--- config.mk ---
export PLATFORM = sky130hd
export DESIGN_NAME = regfile_wb_arbiter
export DESIGN_NICKNAME = d
export VERILOG_FILES = /design/src/rtl/regfile_wb_arbiter.sv
export SDC_FILE = /design/constraint.sdc
export NUM_CORES = 1
export LEC_CHECK = 0
export ABC_CLOCK_PERIOD_IN_PS = 3730
export BUFFER_PORTS_ARGS = -buffer_cell sky130_fd_sc_hd__buf_2
export CORE_ASPECT_RATIO = 1.1
export CORE_MARGIN = 1.5
export CORE_UTILIZATION = 57
export DETAILED_ROUTE_END_ITERATION = 12
export GPL_TIMING_DRIVEN = 0
export PLACE_DENSITY = 0.84
export SLEW_MARGIN = 40
export SYNTH_ARGS = -nofsm -noshare
export SYNTH_HDL_FRONTEND = slang
export SYNTH_SLANG_ARGS = --single-unit
export TNS_END_PERCENT = 10
--- constraint.sdc ---
create_clock -name clk -period 3.73 [get_ports clk]
set_clock_uncertainty 0.2 [all_clocks]
set_input_delay 0.746 -clock clk [delete_from_list [all_inputs] [get_ports clk]]
set_output_delay 0.746 -clock clk [all_outputs]
set_load 0.005 [all_outputs]
--- src/rtl/regfile_wb_arbiter.sv ---
// Writeback arbiter that merges ALU and load results onto the register file write port.
// Define WB_PERF_EN to add the saturating stall_cnt output.
module regfile_wb_arbiter #(
  parameter int AW    = 5,
  parameter int DW    = 32,
  parameter int DEPTH = 4
) (
  input  logic          clk,
  input  logic          rst,
  input  logic          alu_valid,
  output logic          alu_ready,
  input  logic [AW-1:0] alu_addr,
  input  logic [DW-1:0] alu_data,
  input  logic          mem_valid,
  output logic          mem_ready,
  input  logic [AW-1:0] mem_addr,
  input  logic [DW-1:0] mem_data,
  output logic          wr_en,
  output logic [AW-1:0] wr_addr,
  output logic [DW-1:0] wr_data,
  output logic          busy
`ifdef WB_PERF_EN
  ,
  output logic [31:0]   stall_cnt
`endif
);

  localparam int PW = $clog2(DEPTH);
  localparam int CW = PW + 1;

  logic          hold_valid_q, hold_valid_d;
  logic [AW-1:0] hold_addr_q, hold_addr_d;
  logic [DW-1:0] hold_data_q, hold_data_d;

  logic [AW-1:0] fifo_addr_q [DEPTH];
  logic [DW-1:0] fifo_data_q [DEPTH];
  logic [PW-1:0] rd_ptr_q, rd_ptr_d;
  logic [PW-1:0] wr_ptr_q, wr_ptr_d;
  logic [CW-1:0] count_q, count_d;

  // rr_last: 0 = ALU granted last, 1 = load granted last
  logic          rr_last_q, rr_last_d;
  logic          wr_en_q, wr_en_d;
  logic [AW-1:0] wr_addr_q, wr_addr_d;
  logic [DW-1:0] wr_data_q, wr_data_d;

  logic fifo_ne, both, alu_grant, mem_grant;
  logic alu_push, mem_push;

  // Round-robin grant between the hold register and the FIFO head
  always_comb begin
    fifo_ne   = (count_q != '0);
    both      = hold_valid_q & fifo_ne;
    alu_grant = hold_valid_q & (~fifo_ne | rr_last_q);
    mem_grant = fifo_ne & (~hold_valid_q | ~rr_last_q);
    alu_ready = ~hold_valid_q | alu_grant;
    mem_ready = (count_q < CW'(DEPTH));
    alu_push  = alu_valid & alu_ready;
    mem_push  = mem_valid & mem_ready;
  end

  // Next state for buffers, pointers, arbiter and the write port
  always_comb begin
    hold_valid_d = hold_valid_q;
    hold_addr_d  = hold_addr_q;
    hold_data_d  = hold_data_q;
    rd_ptr_d     = rd_ptr_q;
    wr_ptr_d     = wr_ptr_q;
    count_d      = count_q + CW'(mem_push) - CW'(mem_grant);
    rr_last_d    = both ? mem_grant : rr_last_q;
    wr_en_d      = 1'b0;
    wr_addr_d    = wr_addr_q;
    wr_data_d    = wr_data_q;
    if (alu_push) begin
      hold_valid_d = 1'b1;
      hold_addr_d  = alu_addr;
      hold_data_d  = alu_data;
    end else if (alu_grant) begin
      hold_valid_d = 1'b0;
    end
    if (mem_push) wr_ptr_d = wr_ptr_q + PW'(1);
    if (mem_grant) rd_ptr_d = rd_ptr_q + PW'(1);
    if (alu_grant) begin
      wr_en_d   = (hold_addr_q != '0);
      wr_addr_d = hold_addr_q;
      wr_data_d = hold_data_q;
    end else if (mem_grant) begin
      wr_en_d   = (fifo_addr_q[rd_ptr_q] != '0);
      wr_addr_d = fifo_addr_q[rd_ptr_q];
      wr_data_d = fifo_data_q[rd_ptr_q];
    end
  end

  // Control and write-port registers, cleared asynchronously
  always_ff @(posedge clk or posedge rst) begin
    if (rst) begin
      hold_valid_q <= 1'b0;
      hold_addr_q  <= '0;
      hold_data_q  <= '0;
      rd_ptr_q     <= '0;
      wr_ptr_q     <= '0;
      count_q      <= '0;
      rr_last_q    <= 1'b0;
      wr_en_q      <= 1'b0;
      wr_addr_q    <= '0;
      wr_data_q    <= '0;
    end else begin
      hold_valid_q <= hold_valid_d;
      hold_addr_q  <= hold_addr_d;
      hold_data_q  <= hold_data_d;
      rd_ptr_q     <= rd_ptr_d;
      wr_ptr_q     <= wr_ptr_d;
      count_q      <= count_d;
      rr_last_q    <= rr_last_d;
      wr_en_q      <= wr_en_d;
      wr_addr_q    <= wr_addr_d;
      wr_data_q    <= wr_data_d;
    end
  end

  // Load FIFO storage; contents are don't-care while the entry is invalid
  always_ff @(posedge clk) begin
    if (mem_push) begin
      fifo_addr_q[wr_ptr_q] <= mem_addr;
      fifo_data_q[wr_ptr_q] <= mem_data;
    end
  end

  assign wr_en   = wr_en_q;
  assign wr_addr = wr_addr_q;
  assign wr_data = wr_data_q;
  assign busy    = hold_valid_q | fifo_ne | wr_en_q;

`ifdef WB_PERF_EN
  logic [31:0] stall_cnt_q, stall_cnt_d;
  logic        stall;

  // Saturating count of cycles where a producer is back-pressured
  always_comb begin
    stall       = (alu_valid & ~alu_ready) | (mem_valid & ~mem_ready);
    stall_cnt_d = stall_cnt_q;
    if (stall && stall_cnt_q != '1) stall_cnt_d = stall_cnt_q + 32'd1;
  end

  // Stall counter register
  always_ff @(posedge clk or posedge rst) begin
    if (rst) stall_cnt_q <= '0;
    else     stall_cnt_q <= stall_cnt_d;
  end

  assign stall_cnt = stall_cnt_q;
`endif

endmodule

[Word-level counts from Yosys, hierarchy flattened]
Memories as Yosys holds them, arrays and structs flattened.
Cells that the tools add are included.
Cells by class
  reduce and logical (&&, ||, !) cells: 5
  bitwise logic cells: 13
  multiplexer cells: 10
  add/subtract/negate cells: 4
  order comparisons: 1
Operators by type and width (count)
  $mux 32: 2
  $mux 5: 2
  $reduce_bool 5->1: 2
  $mux 1: 6
  $and 1x1->1: 5
  $or 1x1->1: 5
  $add 2x1->2 const B: 2
  $reduce_bool 2->1: 2
  $add 3x1->3: 1
  $lt 3x3->1 const B: 1
  $not 1->1: 3
  $reduce_bool 3->1: 1
  $sub 3x1->3: 1
Word-level totals
  output and inout port bits: 41
  bits in registers: 84
  memories: 2
  logic and storage cells: 45
  input bits: 78
  RAM bits: 148
Memories
  fifo_data_q: words 4, width 32, read ports 1, clocked after Yosys merged registers in 0, write ports 1, line 36  | logic [DW-1:0] fifo_data_q [DEPTH];
  fifo_addr_q: words 4, width 5, read ports 1, clocked after Yosys merged registers in 0, write ports 1, line 35  | logic [AW-1:0] fifo_addr_q [DEPTH];

[Logic depth before layout (Yosys ltp)]
Gate-level depths: netlist of the first run.
  depth in word-level cells: 7
  depth in mapped cells: 9
  mapped depth without buffers: 8

[Worst setup path before layout of the first run]
Ideal clock, no wire load.
  kind: in2reg
  start: in mem_valid
  end: mem fifo_addr_q[0][0] (enable)
  library setup time: 398 ps
  path buffers: 1
  data arrival time: 2020 ps
  stages on the path: 3
  setup slack: 1112 ps
  path through: and2b_2 -> clkbuf_1 -> and2_1
Between the ends
  longest elaborated chain between the ends: 3
RTL lines
  start: declaration: line 14  | input logic mem_valid,
  $and 1x1->1: line 59  | mem_push = mem_valid & mem_ready;
  $mux 1: line 123  | if (mem_push) begin
  $mux 1 (implied by the code): line 124  | fifo_addr_q[wr_ptr_q] <= mem_addr;
  end: declaration: line 35
No other way between the ends.

[Final worst setup path of the first run]
  start: reg count_q[2]
  end: out busy
Between the ends
  longest elaborated chain between the ends: 3
RTL lines
  start: declaration: line 39  | logic [CW-1:0] count_q, count_d;
  start signal: assignment: line 113  | count_q <= count_d;
  $reduce_bool 3->1: line 52  | fifo_ne = (count_q != '0);
  $or 1x1->1 (2 in a row): line 132  | assign busy = hold_valid_q | fifo_ne | wr_en_q;
  end: declaration: line 21  | output logic busy
No other way between the ends.

==> reports/results.tsv, run 1 <==
metric	value	unit
Total GRT Usage	22.32	%
first drt pass iteration count	4	
Initial Util	58.23	%
# Post-CTS Setup Buffers	0	
GP Congestion	0.7472	
first-pass GRT wire length	27900	um
crit path kind	flop to primary output	
Final WS setup	893.0	ps
Clock Tree Buf Depth	3	
Max Clk Rate	352.5	MHz
Peak VDD IR	0.0004115	V
Placeable Area	15680	um2
Worst setup EP type	primary output	
Max Cap Viol	0	
layout cells sized above 1	40.03	%
PD cells	810.0	nW/um2
Final Critical Period	2837	ps
detailed-route wire length per cell	21.04	um
final period utilization	76.06	%
static leakage	4.357	nW
worst path required time	2780	ps
HP Class	input pin to asynchronous set/reset pin	
Async SR Flop Fraction	36.21	%
Resize count post-CTS	0	
Hold Fails Final Rpt	0	
Net Count, Synth	573	
Die H	135.7	um
initial antenna violation count	1	
Seq cells post-synth	232	
Antenna Nets Post-Route	0	
CP startpoint kind	flop	
row cnt	48	
pre-CTS WS	944.0	ps
# setup viols final	0	
DR iter-0 viols	245	
slew margin rel.	54.90	%
Netlist Area Pre-Place	9128	um2
Avg Cell Area, Syn	18.70	um2
Core Util, Final	69.17	%
Gate Count Post-Synth	488	
clock-pin slew on the worst setup and hold paths	60	ps
final WL	17950	um
grt ovf	0	
hold buffers post-CTS	0	
largest net degree at the start of global routing	52	
fillcell total	985	
DP Wirelength	11880	um
cts bufs inserted	23	
Post-synth EDFFs	148	
DRC Markers	0	
arrival time worst endpoint	1890	ps
Syn-to-layout area delta	18.78	%
RSZ-0062 raised after global routing	no	
port bufs	118	
post-synthesis sequential area ratio	71.72	%
die area	16780	um2
I/O pin cnt	119	
Yosys warnings	0	
crit-path max FO	4	
# clock sinks	232	
vias in the first global route	5063	
CTS tree	built	
Vias per Instance	5.556	
Tightest Pin Transition	676.4	ps
Fin Hold WS	18.76	ps
later-pin clock latency in the skew report	490	ps
fin nets	721	
outcome	finished, final reports clean	
CTS HTree Levels	1	
Synth Flop Type	edfxtp_1	
distinct cell type count of the synthesized netlist	30	
Root Buffer	clkbuf_16	
Final Slew Violations	0	
Vias	4739	
die width	123.7	um
## flip-flops by register name (all words and copies together) (netlist names)
signal / count
count_q: 3
rr_last_q: 1
rd_ptr_q: 2
wr_data: 32
wr_addr: 5
fifo_data_q: 128
fifo_addr_q: 20
hold_data_q: 32
wr_ptr_q: 2
wr_en: 1
hold_valid_q: 1
hold_addr_q: 5
## Yosys cell counts (all sizes together) (4+ instances only)
cell | number | area, um2
mux4 | 37 | 833.3
xnor2 | 4 | 35.03
nand2 | 44 | 181.4
mux2i | 37 | 370.4
and2 | 4 | 25.02
mux2 | 37 | 529.3
edfxtp | 148 | 4444
ha | 6 | 75.07
dfrtp | 84 | 2102
inv | 8 | 30.03
buf | 19 | 158.9
clkbuf | 5 | 21.27
o21ai | 39 | 195.2
## metal layers
metal,track usage [%],part of all wire (%)
met2,39.53,53
met1,28.23,39
met5,0,0
met4,6.769,2.1
met3,3.662,5.6
## through the flow
step	area [um2]	instances	setup TNS [ps]	power, mW
after floorplan	9128	488	0	5.735
after global placement	9968	806	-20950	6.434
after detailed placement	10120	811	0	6.658
after CTS	10840	852	0	8.866
after global routing	10840	852	0	9.249
final	10840	853	0	8.782
## path summary, 6_finish.rpt
path,startpoint,end,slack [ps],cells after the start
max reg2reg,count_q[2],count_q[2],1240,9
min reg2reg,wr_data[22],wr_data[22],270,2
max in group asynchronous,rst,hold_addr_q[2],2730,3
max,count_q[2],busy,890,3
min in group clk,mem_data[24],fifo_data_q[1][24],260,1
min,rst,wr_data[19],20,2
## cells in the final DEF (no fill, tap or decap), types with 6 or more instances in the layout
| master | count |
|---|---|
| edfxtp_1 | 148 |
| o21ai_0 | 39 |
| mux2i_1 | 37 |
| ha_1 | 6 |
| nand2_1 | 43 |
| clkbuf_1 | 9 |
| buf_2 | 128 |
| mux2_4 | 30 |
| dfrtp_1 | 84 |
| mux2_2 | 7 |
| inv_1 | 7 |
| mux4_2 | 37 |
| clkbuf_16 | 23 |
## worst max-delay path: stages (launching register included)
cell     delay (ps)
dfrtp_1         420
or3_4           440
or3_2           410
buf_2           140
## final cells by class
type | count | area [um2] | share of cell area (%)
antenna | 1 | 2.502 | 0.02308
buffer | 24 | 180.2 | 1.662
clock buffer | 33 | 653.1 | 6.024
clock inverter | 8 | 65.06 | 0.6001
inverter | 8 | 35.03 | 0.3231
multi-input combinational | 224 | 2381 | 21.96
sequential | 232 | 6546 | 60.38
tap | 200 | 250.2 | 2.308
timing repair buffer | 123 | 728.2 | 6.717
## cells by family after synthesis
logic type / after synthesis / share of synthesized area (%)
AO/OA/AOI/OAI: 42 / 2.317
XOR/XNOR: 5 / 0.4798
flip-flops: 232 / 71.72
adder cells (fa/ha/maj): 7 / 1.042
multiplexers: 111 / 18.99
AND/OR/NAND/NOR: 59 / 3.153
buffers and inverters: 32 / 2.303
## power breakdown
| group | leakage (nW) | internal [mW] | switching, mW |
|---|---|---|---|
| combinational | 1.68 | 1.45 | 1.32 |
| clock | 0.352 | 1.28 | 0.905 |
| sequential | 2.33 | 3.48 | 0.355 |
Note: power is estimated with default switching activity, not from simulation.
==> inputs of run 2 (changes only) <==
- ABC_CLOCK_PERIOD_IN_PS: 3730 -> 2400
- CORE_UTILIZATION: 57 -> 52
- PLACE_DENSITY: 0.84 -> 0.81
- clock period: 3.73 -> 2.4 ns (I/O delays scaled with it)
==> reports/results.tsv, run 2 (synthesized netlist as in run 1, its figures left out) <==
metric	value	unit
outcome	finished with violations	
failing checks	negative setup slack	
I/O pin cnt	119	
row cnt	50	
placed cell count	847	
Max Clk Rate	406.2	MHz
cts bufs inserted	23	
Post-Layout Cell Count	930	
port bufs	118	
first drt pass iteration count	4	
fillcell total	1174	
clock-pin slew on the worst setup and hold paths	60	ps
layout cells sized above 1	38.56	%
HP Class	input pin to flop	
Hold Fails Final Rpt	0	
static leakage	4.578	nW
Largest Register	fifo_data_q	
switching power	4.083	mW
Worst setup EP type	primary output	
grt ovf	0	
DP Wirelength	12190	um
DR iter-0 viols	311	
Syn-to-layout area delta	25.07	%
Tightest Pin Transition	728.3	ps
PD cells	1230	nW/um2
P_int	9.963	mW
arrival time worst endpoint	1780	ps
switching share of total power	29.07	%
Post-Route Setup TNS	-69.27	ps
Final Slew Violations	0	
Final Critical Period	2462	ps
CP startpoint kind	flop	
Logic pwr share	31.8	%
DRC Markers	0	
vias in the first global route	5559	
largest net degree at the start of global routing	27	
Vias	5001	
Total GRT Usage	20.73	%
die area	18360	um2
Initial Util	53.44	%
Die H	142.0	um
clock network power share	25.8	%
Peak VDD IR	0.0006097	V
RSZ-0062 raised after global routing	yes	
Max Cap Viol	0	
worst path required time	1720	ps
crit-path max FO	2	
GP Congestion	0.7848	
die width	129.3	um
CTS tree	built	
final period utilization	102.6	%
share of power burned in registers	42.4	%
Root Buffer	clkbuf_16	
CTS HTree Levels	1	
first-pass GRT wire length	28890	um
# setup viols final	2	
detailed-route wire length per cell	19.77	um
commonest non-fill, non-tap cell in the layout	edfxtp_1	
Clock Tree Buf Depth	3	
crit path kind	flop to primary output	
Placeable Area	17080	um2
fin nets	764	
most frequent cells in the layout	edfxtp_1 (148), buf_2 (126), dfrtp_1 (84)	
Final WS setup	-61.84	ps
Vias per Instance	5.377	
Antenna Nets Post-Route	0	
slew margin rel.	51.45	%
final WL	18390	um
later-pin clock latency in the skew report	500	ps
max FFs per register	128	
# clock sinks	232	
initial antenna violation count	0	
run 2: metal layers:
metal  global-route usage (%)  up-vias  wire length (um)  part of all wire, %
li1                         -     2244                 -                    -
met1                    25.89     2561              7246                   39
met2                    36.95      165              9776                   53
met3                    3.045       31               958                  5.2
met4                    7.156        0               406                  2.2
met5                        0        -                 0                    0
run 2: path summary, 6_finish.rpt:
path | cells past startpoint | slack (ps) | from | endpoint
worst max-delay path | 3 | -60 | count_q[0] | busy
worst min-delay path | 2 | 10 | alu_data[7] | hold_data_q[7]
worst max register to register | 9 | 30 | count_q[1] | count_q[2]
worst min register to register | 2 | 280 | wr_data[21] | wr_data[21]
max in group asynchronous | 5 | 940 | rst | wr_data[15]
min in group asynchronous | 3 | 370 | rst | hold_data_q[28]
run 2: layout make-up:
class,count,area [um2],area share [%]
buffer,23,176.4,1.545
tap,234,292.8,2.565
clock inverter,13,165.2,1.447
antenna,1,2.502,0.02192
inverter,8,33.78,0.2959
timing repair buffer,167,1201,10.52
sequential,232,6546,57.34
multi-input combinational,224,2404,21.05
clock buffer,28,594.3,5.206
run 2: repair_timing:
action | in CTS | in global routing
pin swaps | 1 | 0
hold buffers | 39 | 0
gates resized for setup | 5 | 2
hold endpoints to repair | 157 | 0
buffers inserted | 3 | 0
endpoints found under the setup margin | 2 | 3
run 2: metrics by stage:
step,setup slack [ps],cell area [um2],utilization (%),hold WS (ps),total power [mW]
6_report,-61.84,11420,66.84,14.84,14.05
3_5_place_dp,-197.2,10210,59.78,265.8,10.38
2_1_floorplan,48.34,9131,-,273.3,8.914
4_1_cts,-67.73,11400,66.77,0.4254,14.14
3_3_place_gp,-711.2,10010,58.64,258.7,10.01
5_1_grt,-99.64,11410,66.83,0.2667,14.76
run 2: power groups by stage:
stage                     Sequential, mW  Clock, mW  Combinational (mW)
after floorplan                     5.89          0                3.02
after global placement              5.96          0                4.06
after detailed placement            6.02          0                4.36
after CTS                           5.95       3.69                4.50
after global routing                6.05       3.84                4.86
final                               5.96       3.62                4.47
run 2: critical path, stage by stage (launching register included):
cell,delay [ps]
dfrtp_1,400
or3_4,420
or3_4,350
buf_6,120
